$ cat config.mk
export PLATFORM = sky130hd
export DESIGN_NAME = mem_read_ctrl_flat
export DESIGN_NICKNAME = d
export VERILOG_FILES = /design/src/rtl/mem_pkg.sv /design/src/rtl/mem_read_ctrl_if.sv /design/src/rtl/load_align_ext.sv /design/src/rtl/mem_read_ctrl.sv /design/src/flat_wrapper.sv
export SDC_FILE = /design/constraint.sdc
export NUM_CORES = 1
export LEC_CHECK = 0
export ABC_AREA = 1
export BUFFER_PORTS_ARGS = -buffer_cell sky130_fd_sc_hd__buf_4
export CORE_UTILIZATION = 49
export CTS_CLUSTER_SIZE = 40
export DETAILED_ROUTE_END_ITERATION = 12
export PLACE_DENSITY = 0.85
export SYNTH_ARGS = -nofsm -noshare
export SYNTH_HDL_FRONTEND = slang
export SYNTH_SLANG_ARGS = --single-unit
export TNS_END_PERCENT = 100
$ cat constraint.sdc
create_clock -name Clock -period 4.3 [get_ports Clock]
set_clock_uncertainty 0.2 [all_clocks]
set_input_delay 0.645 -clock Clock [delete_from_list [all_inputs] [get_ports Clock]]
set_output_delay 0.645 -clock Clock [all_outputs]
set_load 0.03 [all_outputs]
$ cat src/rtl/mem_pkg.sv
// -----------------------------------------------------------------------------
// mem_pkg
// Shared definitions for the MEM-stage load path:
//   - LoadSize encodings (byte / halfword / word)
//   - FSM state encoding for mem_read_ctrl (IDLE, WAIT, DONE)
//   - is_aligned(): alignment rule for a load of a given size
// -----------------------------------------------------------------------------
package mem_pkg;

  // LoadSize encodings; 2'b11 also behaves as a word load.
  localparam logic [1:0] SZ_BYTE = 2'b00;
  localparam logic [1:0] SZ_HALF = 2'b01;
  localparam logic [1:0] SZ_WORD = 2'b10;

  // Controller state encoding.
  localparam logic [1:0] ST_IDLE = 2'd0;
  localparam logic [1:0] ST_WAIT = 2'd1;
  localparam logic [1:0] ST_DONE = 2'd2;

  // A byte is always aligned, a halfword needs addr[0]=0,
  // a word needs addr[1:0]=00.
  function automatic logic is_aligned(input logic [1:0] size,
                                      input logic [1:0] addr_lo);
    logic ok;
    case (size)
      SZ_BYTE: ok = 1'b1;
      SZ_HALF: ok = ~addr_lo[0];
      default: ok = (addr_lo == 2'b00);
    endcase
    return ok;
  endfunction

endpackage

$ cat src/rtl/mem_read_ctrl_if.sv
// -----------------------------------------------------------------------------
// mem_read_ctrl_if
// Bundles the pipeline-side load controls and the RAM read port seen by
// mem_read_ctrl.
//   Pipeline -> ctrl : MemRead, MemAddr, LoadSize, LoadUnsigned
//   ctrl -> pipeline : Stall, LoadData, LoadValid, MisalignErr
//   ctrl -> RAM      : mem_en, mem_addr (word address)
//   RAM -> ctrl      : mem_rdata
// Modports: slave = the controller, master = its environment.
// -----------------------------------------------------------------------------
interface mem_read_ctrl_if #(
  parameter int AddrBits = 32,
  parameter int DataBits = 32
);

  logic                MemRead;
  logic [AddrBits-1:0] MemAddr;
  logic [1:0]          LoadSize;
  logic                LoadUnsigned;
  logic                mem_en;
  logic [AddrBits-3:0] mem_addr;
  logic [DataBits-1:0] mem_rdata;
  logic                Stall;
  logic [DataBits-1:0] LoadData;
  logic                LoadValid;
  logic                MisalignErr;

  modport slave (
    input  MemRead, MemAddr, LoadSize, LoadUnsigned, mem_rdata,
    output mem_en, mem_addr, Stall, LoadData, LoadValid, MisalignErr
  );

  modport master (
    output MemRead, MemAddr, LoadSize, LoadUnsigned, mem_rdata,
    input  mem_en, mem_addr, Stall, LoadData, LoadValid, MisalignErr
  );

endinterface

$ cat src/rtl/load_align_ext.sv
// -----------------------------------------------------------------------------
// load_align_ext
// Purely combinational lane select and sign/zero extension of a 32-bit RAM
// word (little-endian byte lanes).
//   i_rdata    : RAM word
//   i_offset   : byte offset of the load within the word
//   i_size     : SZ_BYTE / SZ_HALF / word
//   i_unsigned : 1 zero-extends, 0 sign-extends byte/half
//   o_data     : aligned, extended result
// -----------------------------------------------------------------------------
module load_align_ext
  import mem_pkg::*;
(
  input  logic [31:0] i_rdata,
  input  logic [1:0]  i_offset,
  input  logic [1:0]  i_size,
  input  logic        i_unsigned,
  output logic [31:0] o_data
);

  logic [7:0]  w_byte;
  logic [15:0] w_half;
  logic        w_byte_ext;
  logic        w_half_ext;

  // Halfword lane uses only offset[1]; offset[0] is guaranteed 0 upstream.
  assign w_byte     = i_rdata[{i_offset, 3'b000} +: 8];
  assign w_half     = i_rdata[{i_offset[1], 4'b0000} +: 16];
  assign w_byte_ext = ~i_unsigned & w_byte[7];
  assign w_half_ext = ~i_unsigned & w_half[15];

  always_comb begin
    // NOTE: default assignment first so no path leaves o_data unassigned,
    // which would otherwise infer a latch.
    o_data = i_rdata;
    case (i_size)
      SZ_BYTE: o_data = {{24{w_byte_ext}}, w_byte};
      SZ_HALF: o_data = {{16{w_half_ext}}, w_half};
      default: o_data = i_rdata;
    endcase
  end

endmodule

$ cat src/rtl/mem_read_ctrl.sv
// -----------------------------------------------------------------------------
// mem_read_ctrl
// MEM-stage load controller. Issues a read to a synchronous data RAM, waits
// ReadLatency edges, aligns/extends the returned word and presents it as a
// one-cycle LoadValid pulse. The pipeline is stalled while the read is in
// flight. Misaligned requests skip the RAM and complete with MisalignErr.
//   Clock : system clock, posedge
//   Reset : asynchronous, active-low
//   bus   : mem_read_ctrl_if.slave (pipeline controls + RAM read port)
// Parameters: AddrBits (byte address width), DataBits (must be 32),
//             ReadLatency (1..4 RAM edges from address to data).
// -----------------------------------------------------------------------------
module mem_read_ctrl
  import mem_pkg::*;
#(
  parameter int AddrBits    = 32,
  parameter int DataBits    = 32,
  parameter int ReadLatency = 1
) (
  input  logic             Clock,
  input  logic             Reset,
  mem_read_ctrl_if.slave   bus
);

  localparam logic [1:0] LAT_INIT = 2'(ReadLatency - 1);

  logic [1:0]          r_state;
  logic [1:0]          r_count;
  logic [1:0]          r_offset;
  logic [1:0]          r_size;
  logic                r_unsigned;
  logic                r_misalign;
  logic [DataBits-1:0] r_load_data;

  logic                w_aligned;
  logic                w_req;
  logic [31:0]         w_extracted;

  assign w_aligned = is_aligned(bus.LoadSize, bus.MemAddr[1:0]);
  // A request is only accepted in IDLE; MemRead seen in DONE is the load
  // that is about to leave the stage.
  assign w_req     = (r_state == ST_IDLE) && bus.MemRead;

  load_align_ext u_align (
    .i_rdata    (bus.mem_rdata),
    .i_offset   (r_offset),
    .i_size     (r_size),
    .i_unsigned (r_unsigned),
    .o_data     (w_extracted)
  );

  always_ff @(posedge Clock or negedge Reset) begin
    if (!Reset) begin
      // NOTE: sequential state uses non-blocking assignments so every
      // register samples pre-edge values regardless of statement order.
      r_state     <= ST_IDLE;
      r_count     <= 2'd0;
      r_offset    <= 2'd0;
      r_size      <= SZ_BYTE;
      r_unsigned  <= 1'b0;
      r_misalign  <= 1'b0;
      r_load_data <= '0;
    end else begin
      case (r_state)
        ST_IDLE: begin
          if (bus.MemRead) begin
            if (w_aligned) begin
              r_offset   <= bus.MemAddr[1:0];
              r_size     <= bus.LoadSize;
              r_unsigned <= bus.LoadUnsigned;
              r_count    <= LAT_INIT;
              r_state    <= ST_WAIT;
            end else begin
              r_misalign  <= 1'b1;
              r_load_data <= '0;
              r_state     <= ST_DONE;
            end
          end
        end
        ST_WAIT: begin
          if (r_count == 2'd0) begin
            r_load_data <= w_extracted;
            r_state     <= ST_DONE;
          end else begin
            r_count <= r_count - 2'd1;
          end
        end
        ST_DONE: begin
          r_misalign <= 1'b0;
          r_state    <= ST_IDLE;
        end
        default: r_state <= ST_IDLE;
      endcase
    end
  end

  // Combinational outputs are forced low while Reset is asserted so a
  // pipeline still presenting MemRead during reset issues nothing.
  assign bus.mem_en      = Reset & w_req & w_aligned;
  assign bus.mem_addr    = bus.MemAddr[AddrBits-1:2];
  assign bus.Stall       = Reset & (w_req | (r_state == ST_WAIT));
  assign bus.LoadValid   = (r_state == ST_DONE);
  assign bus.MisalignErr = (r_state == ST_DONE) & r_misalign;
  assign bus.LoadData    = r_load_data;

endmodule

$ cat src/flat_wrapper.sv
// flat-port wrapper written by rule: the top's interface ports become plain ports
module mem_read_ctrl_flat import mem_pkg::*;
#(
  parameter int AddrBits    = 32,
  parameter int DataBits    = 32,
  parameter int ReadLatency = 1
)
  (Clock, Reset, bus_MemRead, bus_MemAddr, bus_LoadSize, bus_LoadUnsigned, bus_mem_rdata, bus_mem_en, bus_mem_addr, bus_Stall, bus_LoadData, bus_LoadValid, bus_MisalignErr);
  mem_read_ctrl_if #(.AddrBits(AddrBits), .DataBits(DataBits)) bus_i ();
  input  logic Clock;
  input  logic Reset;
  input wire logic [$bits(bus_i.MemRead)-1:0] bus_MemRead;
  input wire logic [$bits(bus_i.MemAddr)-1:0] bus_MemAddr;
  input wire logic [$bits(bus_i.LoadSize)-1:0] bus_LoadSize;
  input wire logic [$bits(bus_i.LoadUnsigned)-1:0] bus_LoadUnsigned;
  input wire logic [$bits(bus_i.mem_rdata)-1:0] bus_mem_rdata;
  output wire logic [$bits(bus_i.mem_en)-1:0] bus_mem_en;
  output wire logic [$bits(bus_i.mem_addr)-1:0] bus_mem_addr;
  output wire logic [$bits(bus_i.Stall)-1:0] bus_Stall;
  output wire logic [$bits(bus_i.LoadData)-1:0] bus_LoadData;
  output wire logic [$bits(bus_i.LoadValid)-1:0] bus_LoadValid;
  output wire logic [$bits(bus_i.MisalignErr)-1:0] bus_MisalignErr;
  assign bus_i.MemRead = bus_MemRead;
  assign bus_i.MemAddr = bus_MemAddr;
  assign bus_i.LoadSize = bus_LoadSize;
  assign bus_i.LoadUnsigned = bus_LoadUnsigned;
  assign bus_i.mem_rdata = bus_mem_rdata;
  assign bus_mem_en = bus_i.mem_en;
  assign bus_mem_addr = bus_i.mem_addr;
  assign bus_Stall = bus_i.Stall;
  assign bus_LoadData = bus_i.LoadData;
  assign bus_LoadValid = bus_i.LoadValid;
  assign bus_MisalignErr = bus_i.MisalignErr;
  mem_read_ctrl #(.AddrBits(AddrBits), .DataBits(DataBits), .ReadLatency(ReadLatency)) u_core (.Clock(Clock), .Reset(Reset), .bus(bus_i));
endmodule
==> out/qor.csv, run 1 <==
metric,value,unit
synth-edff-count,0,
multi_input_area,0.00117,mm^2
cts_hold_buf,0,
fp-row-count,26,
antenna_cells,0,
layout-drive-gt1-share,29.4,%
required,3.45,ns
p_leak,1.74,nW
synth_nets,432,
synth_area,0.00266,mm^2
initial_core_util,51.4,%
p_total,1.92,mW
crit_type,reg -> out,
hp-class,in -> async,
drtIter0Drc,153,
ys.flop_type,dfrtp_1,
cts_setup_buffers,0,
synth_top_area_cell,dfrtp_1,
worst_slack,1.75,ns
dpl_cell_area,0.00299,mm^2
area_delta_synth_final,15.1,%
numCtsBuffers,5,
regArea,0.00105,mm^2
rsz0062_at_grt,no,
gr-usage-all-layers,24.0,%
grt_pass1_vias,2268,
final_util,59.2,%
grt_antenna_before_repair,0,
cts_sinks,42,
grt.busiest_layer,met2,
cts.htree.levels,2,
grt_max_degree,44,
place_hpwl,4710,um
ant_nets,0,
routed_wl,6200,um
wire_per_inst,13.3,um
path_max_fanout,13,
use_met3,5.29,%
nNetsFinal,469,
vias,2340,
finalSetupViolCount,0,
gp_congestion,0.941,
ys_async_sr_fraction,100,%
post-place-ws,1.80,ns
dr.pass1.iters,4,
grt_pass1_wl,10100,um
cp-start-kind,flip-flop,
tns,0,ns
cts_tree,built,
min_period,2.55,ns
cts_resized,0,
ys_types,28,
postSynthAreaPerCell,7.37,um^2
clkTransAtPathRegs,0.07,ns
fmax,392,MHz
fillerInstances,485,
synthTopCellsByArea,"dfrtp_1 (40%), nand2_1 (20%), buf_4 (9.3%), nand3_1 (4.5%), nand3_2 (3.8%)",
vias_per_cell,5.00,
synth-seq-cells,42,
arrival,1.71,ns
fp.dieW,75.7,um
power.density,627,mW/mm^2
fp.dieH,75.7,um
worstSkewPairLatency,0.30,ns
ir_drop,0.334,mV
grt_util_met2,39.9,%
remaining_drc_errors,0,
slew_viol_final,0,
max_cap_violations,0,
use_met1,30.0,%
synth.most_common_cell,nand2_1,
min_period_over_period,59.4,%
synth-seq-area-share,39.5,%
ioPinCount,136,
synth_top_area_share,39.5,%
tightest_slew,0.812,ns
fin_area,0.00306,mm^2
outcome,"finished, final reports clean",
ys_warn_count,0,
netlist_top_cells_count,"nand2_1 (141), dfrtp_1 (42), buf_4 (33)",
clockBufferDepth,2,
syn-instance-count,361,
globalRouteOverflowTotal,0,
io_buffers,75,
finalHoldViolations,0,
critPathCaptureType,output pin,
die_area,0.00573,mm^2
core_area,0.00517,mm^2
clockRootBuffer,clkbuf_8,
slew_headroom,45.8,%
## layer usage
metal | share of wire, % | wire length, um | up-vias
met5 | 0 | 0 | -
li1 | - | - | 1163
met2 | 48 | 3010 | 95
met1 | 41 | 2560 | 1066
met3 | 7.8 | 485 | 16
met4 | 2.5 | 152 | 0
## worst max-delay path, cell delays in order, from the launching register on
cell	delay, ns
dfrtp_1	0.46
inv_1	0.12
nand2_1	0.06
nor2_1	0.16
nand2_1	0.27
nor2_1	0.17
buf_4	0.18
## registers in the layout (all words and copies together), names as in the netlist
signal,flops
u_core.bus.LoadData,32
u_core.r_count,2
u_core.r_misalign,1
u_core.r_offset,2
u_core.r_size,2
u_core.r_state,2
u_core.r_unsigned,1
## power by group
| group | internal [mW] | total (mW) | leakage (nW) | switching (mW) |
|---|---|---|---|---|
| sequential | 0.523 | 0.650 | 0.549 | 0.127 |
| clock | 0.112 | 0.237 | 0.0383 | 0.126 |
| combinational | 0.354 | 1.03 | 1.15 | 0.680 |
## kinds of logic (layout without fill, tap and decap cells)
family                   count (synthesis)  in the layout  share of synthesized area (%)
AND/OR/NAND/NOR                        210            210                           36.9
buffers and inverters                   73            110                           16.4
AO/OA/AOI/OAI                           34             34                           6.40
multiplexers                             1              1                          0.376
adder cells (fa/ha/maj)                  1              1                          0.470
flip-flops                              42             42                           39.5
## final cells by class
| type | instances | area share [%] |
|---|---|---|
| Tap cell | 70 | 2.86 |
| Inverter | 28 | 3.60 |
| Clock buffer | 7 | 2.49 |
| Multi-Input combinational cell | 246 | 38.3 |
| Sequential cell | 42 | 34.3 |
| Timing Repair Buffer | 75 | 18.4 |
## final timing paths
| check | from | endpoint | slack (ns) | depth (start not counted) |
|---|---|---|---|---|
| min in group Clock | u_core.bus.LoadData[1] | u_core.bus.LoadData[1] | 0.27 | 2 |
| worst min register to register | u_core.bus.LoadData[1] | u_core.bus.LoadData[1] | 0.27 | 2 |
| worst min-delay path | Reset | u_core.bus.LoadData[13] | 0.12 | 1 |
| max in group asynchronous | Reset | u_core.bus.LoadData[5] | 3.40 | 1 |
| worst max-delay path | u_core.r_state[1] | bus_mem_en | 1.75 | 6 |
| worst max register to register | u_core.r_size[1] | u_core.bus.LoadData[17] | 2.02 | 9 |
## stage by stage
stage / hold WS (ns) / std cells
finish: 0.115 / 468
global route: 0.166 / 468
CTS: 0.139 / 468
detailed placement: 0.260 / 461
global placement: 0.260 / 461
floorplan: 0.149 / 361
## placed cells by master, fill, tap and decap left out
cell type and n:
a21oi_1 14, and3_1 1, buf_4 75, clkbuf_1 2, clkbuf_8 5, dfrtp_1 42
ha_1 1, inv_1 22, inv_2 5, inv_6 1, mux2i_1 1, nand2_1 141
nand2_2 4, nand2_4 2, nand3_1 24, nand3_2 10, nand3_4 1, nand3b_1 1
nor2_1 11, nor2_2 2, nor2_4 1, nor2_8 1, nor3_1 1, o21ai_0 17
o21ai_1 3, or2_2 10
Power figures use the tool's default switching activity.
==> run 2: changes to the inputs <==
- CORE_UTILIZATION: 49 -> 41
- PLACE_DENSITY: 0.85 -> 0.76
- clock period: 4.3 -> 2.32 ns (I/O delays scaled with it)
==> run 2 against run 1 <==
Net effect:
- highest routed layer unchanged
- combinational power is 97% higher
- largest power group unchanged
- via count is 2.0% higher
- total power rose by 92%
==> out/qor.csv, run 2 (synthesis gave the netlist of run 1 again) <==
metric,value,unit
rsz0062_at_grt,no,
grt_max_degree,43,
swShare,48.6,%
antenna_cells,0,
regArea,0.00105,mm^2
gp_congestion,0.923,
drtIter0Drc,227,
grt_pass1_vias,2264,
vias,2387,
cts_sinks,42,
slew_headroom,64.2,%
fmax,502,MHz
min_period,1.99,ns
critPathCaptureType,output pin,
arrival,1.44,ns
grt_antenna_before_repair,0,
initial_core_util,43.6,%
cts_tree,built,
combPwrFrac,55.2,%
final_util,51.3,%
place_inst,470,
io_buffers,75,
vias_per_cell,4.98,
wire_per_inst,13.9,um
slew_viol_final,0,
cts.htree.levels,2,
required,1.77,ns
worst-r2r-cell-count,9,
fillerInstances,610,
multi_input_area,0.00117,mm^2
layout_commonest_cell,nand2_1,
hold_path_depth,3,
clkTransAtPathRegs,0.08,ns
dpl_cell_area,0.00302,mm^2
path_max_fanout,6,
p_leak,1.77,nW
ioPinCount,136,
worstSkewPairLatency,0.29,ns
tightest_slew,0.537,ns
final_cell_mix,"nand2_1 (141), buf_4 (79), dfrtp_1 (42)",
crit_type,reg -> out,
routed_wl,6650,um
final-instance-count-excl-fill,479,
fp-row-count,28,
layout-drive-gt1-share,30.7,%
switchingPower,1.79,mW
globalRouteOverflowTotal,0,
min_period_over_period,85.9,%
tns,0,ns
clockBufferDepth,2,
gr-usage-all-layers,21.0,%
outcome,"finished, final reports clean",
fp.dieW,82.5,um
seqPwrFrac,31.2,%
core_area,0.00610,mm^2
remaining_drc_errors,0,
max_cap_violations,0,
fin_area,0.00313,mm^2
ant_nets,0,
clockRootBuffer,clkbuf_8,
cts_resized,0,
clkPwrFrac,13.6,%
nNetsFinal,474,
p_int,1.89,mW
finalSetupViolCount,0,
finalHoldViolations,0,
grt_pass1_wl,10700,um
numCtsBuffers,5,
dr.pass1.iters,4,
place_hpwl,5030,um
die_area,0.00681,mm^2
ir_drop,0.674,mV
largest_reg_flops,32,
hp-class,in -> reg,
area_delta_synth_final,17.5,%
fp.dieH,82.5,um
power.density,1180,mW/mm^2
cp-start-kind,flip-flop,
## run 2: cell types whose count changed in the layout (fill, tap and decap cells not counted)
cell / change
clkinv_2: +1
buf_4: +4
dlygate4sd3_1: +1
clkbuf_8: +1
clkinvlp_4: +1
clkbuf_1: -2
## run 2: final cells by class
cell class / instances / share of cell area [%]
Clock inverter: 2 / 0.400
Multi-Input combinational cell: 246 / 37.5
Sequential cell: 42 / 33.6
Inverter: 28 / 3.52
Tap cell: 75 / 3.00
Clock buffer: 6 / 2.64
Timing Repair Buffer: 80 / 19.3
## run 2: worst max-delay path, stage by stage (launching register included)
cell	delay (ns)
dfrtp_1	0.46
inv_1	0.12
nand2_1	0.05
nor2_1	0.16
nand2_1	0.09
nor2_1	0.10
buf_4	0.17
## run 2: final timing paths
kind | startpoint | slack (ns) | end
max in group asynchronous | Reset | 1.07 | u_core.bus.LoadData[4]
worst min register to register | u_core.bus.LoadData[1] | 0.28 | u_core.bus.LoadData[1]
worst max register to register | u_core.r_size[1] | 0.37 | u_core.bus.LoadData[19]
worst min-delay path | bus_LoadUnsigned | 0.1 | u_core.r_unsigned
worst max-delay path | u_core.r_state[1] | 0.33 | bus_mem_en
min in group asynchronous | Reset | 0.48 | u_core.bus.LoadData[9]
## run 2: power by group through the flow
stage               logic [mW]  registers, mW  clock network, mW
CTS                       2.04           1.15              0.515
detailed placement        2.03           1.16                  0
global route              2.23           1.18              0.544
floorplan                 1.35           1.41                  0
global placement          1.98           1.16                  0
finish                    2.03           1.15              0.501
## run 2: through the flow
step	setup WS [ns]	hold WS (ns)	power, mW
floorplan	0.367	-0.148	2.76
global placement	0.486	0.262	3.14
detailed placement	0.391	0.264	3.19
CTS	0.317	0.0952	3.70
global route	0.225	0.110	3.96
finish	0.328	0.0999	3.68
## run 2: timing repair
action / CTS / global route
hold buffers: 1 / 0
setup buffers: 0 / 0
hold endpoints to repair: 42 / 0
## run 2: layer usage
layer | vias up | GRT usage [%] | wire length, um
li1 | 1180 | - | -
met1 | 1079 | 27.4 | 2880
met4 | 0 | 7.24 | 135
met3 | 16 | 3.19 | 487
met5 | - | 0 | 0
met2 | 112 | 35.3 | 3150
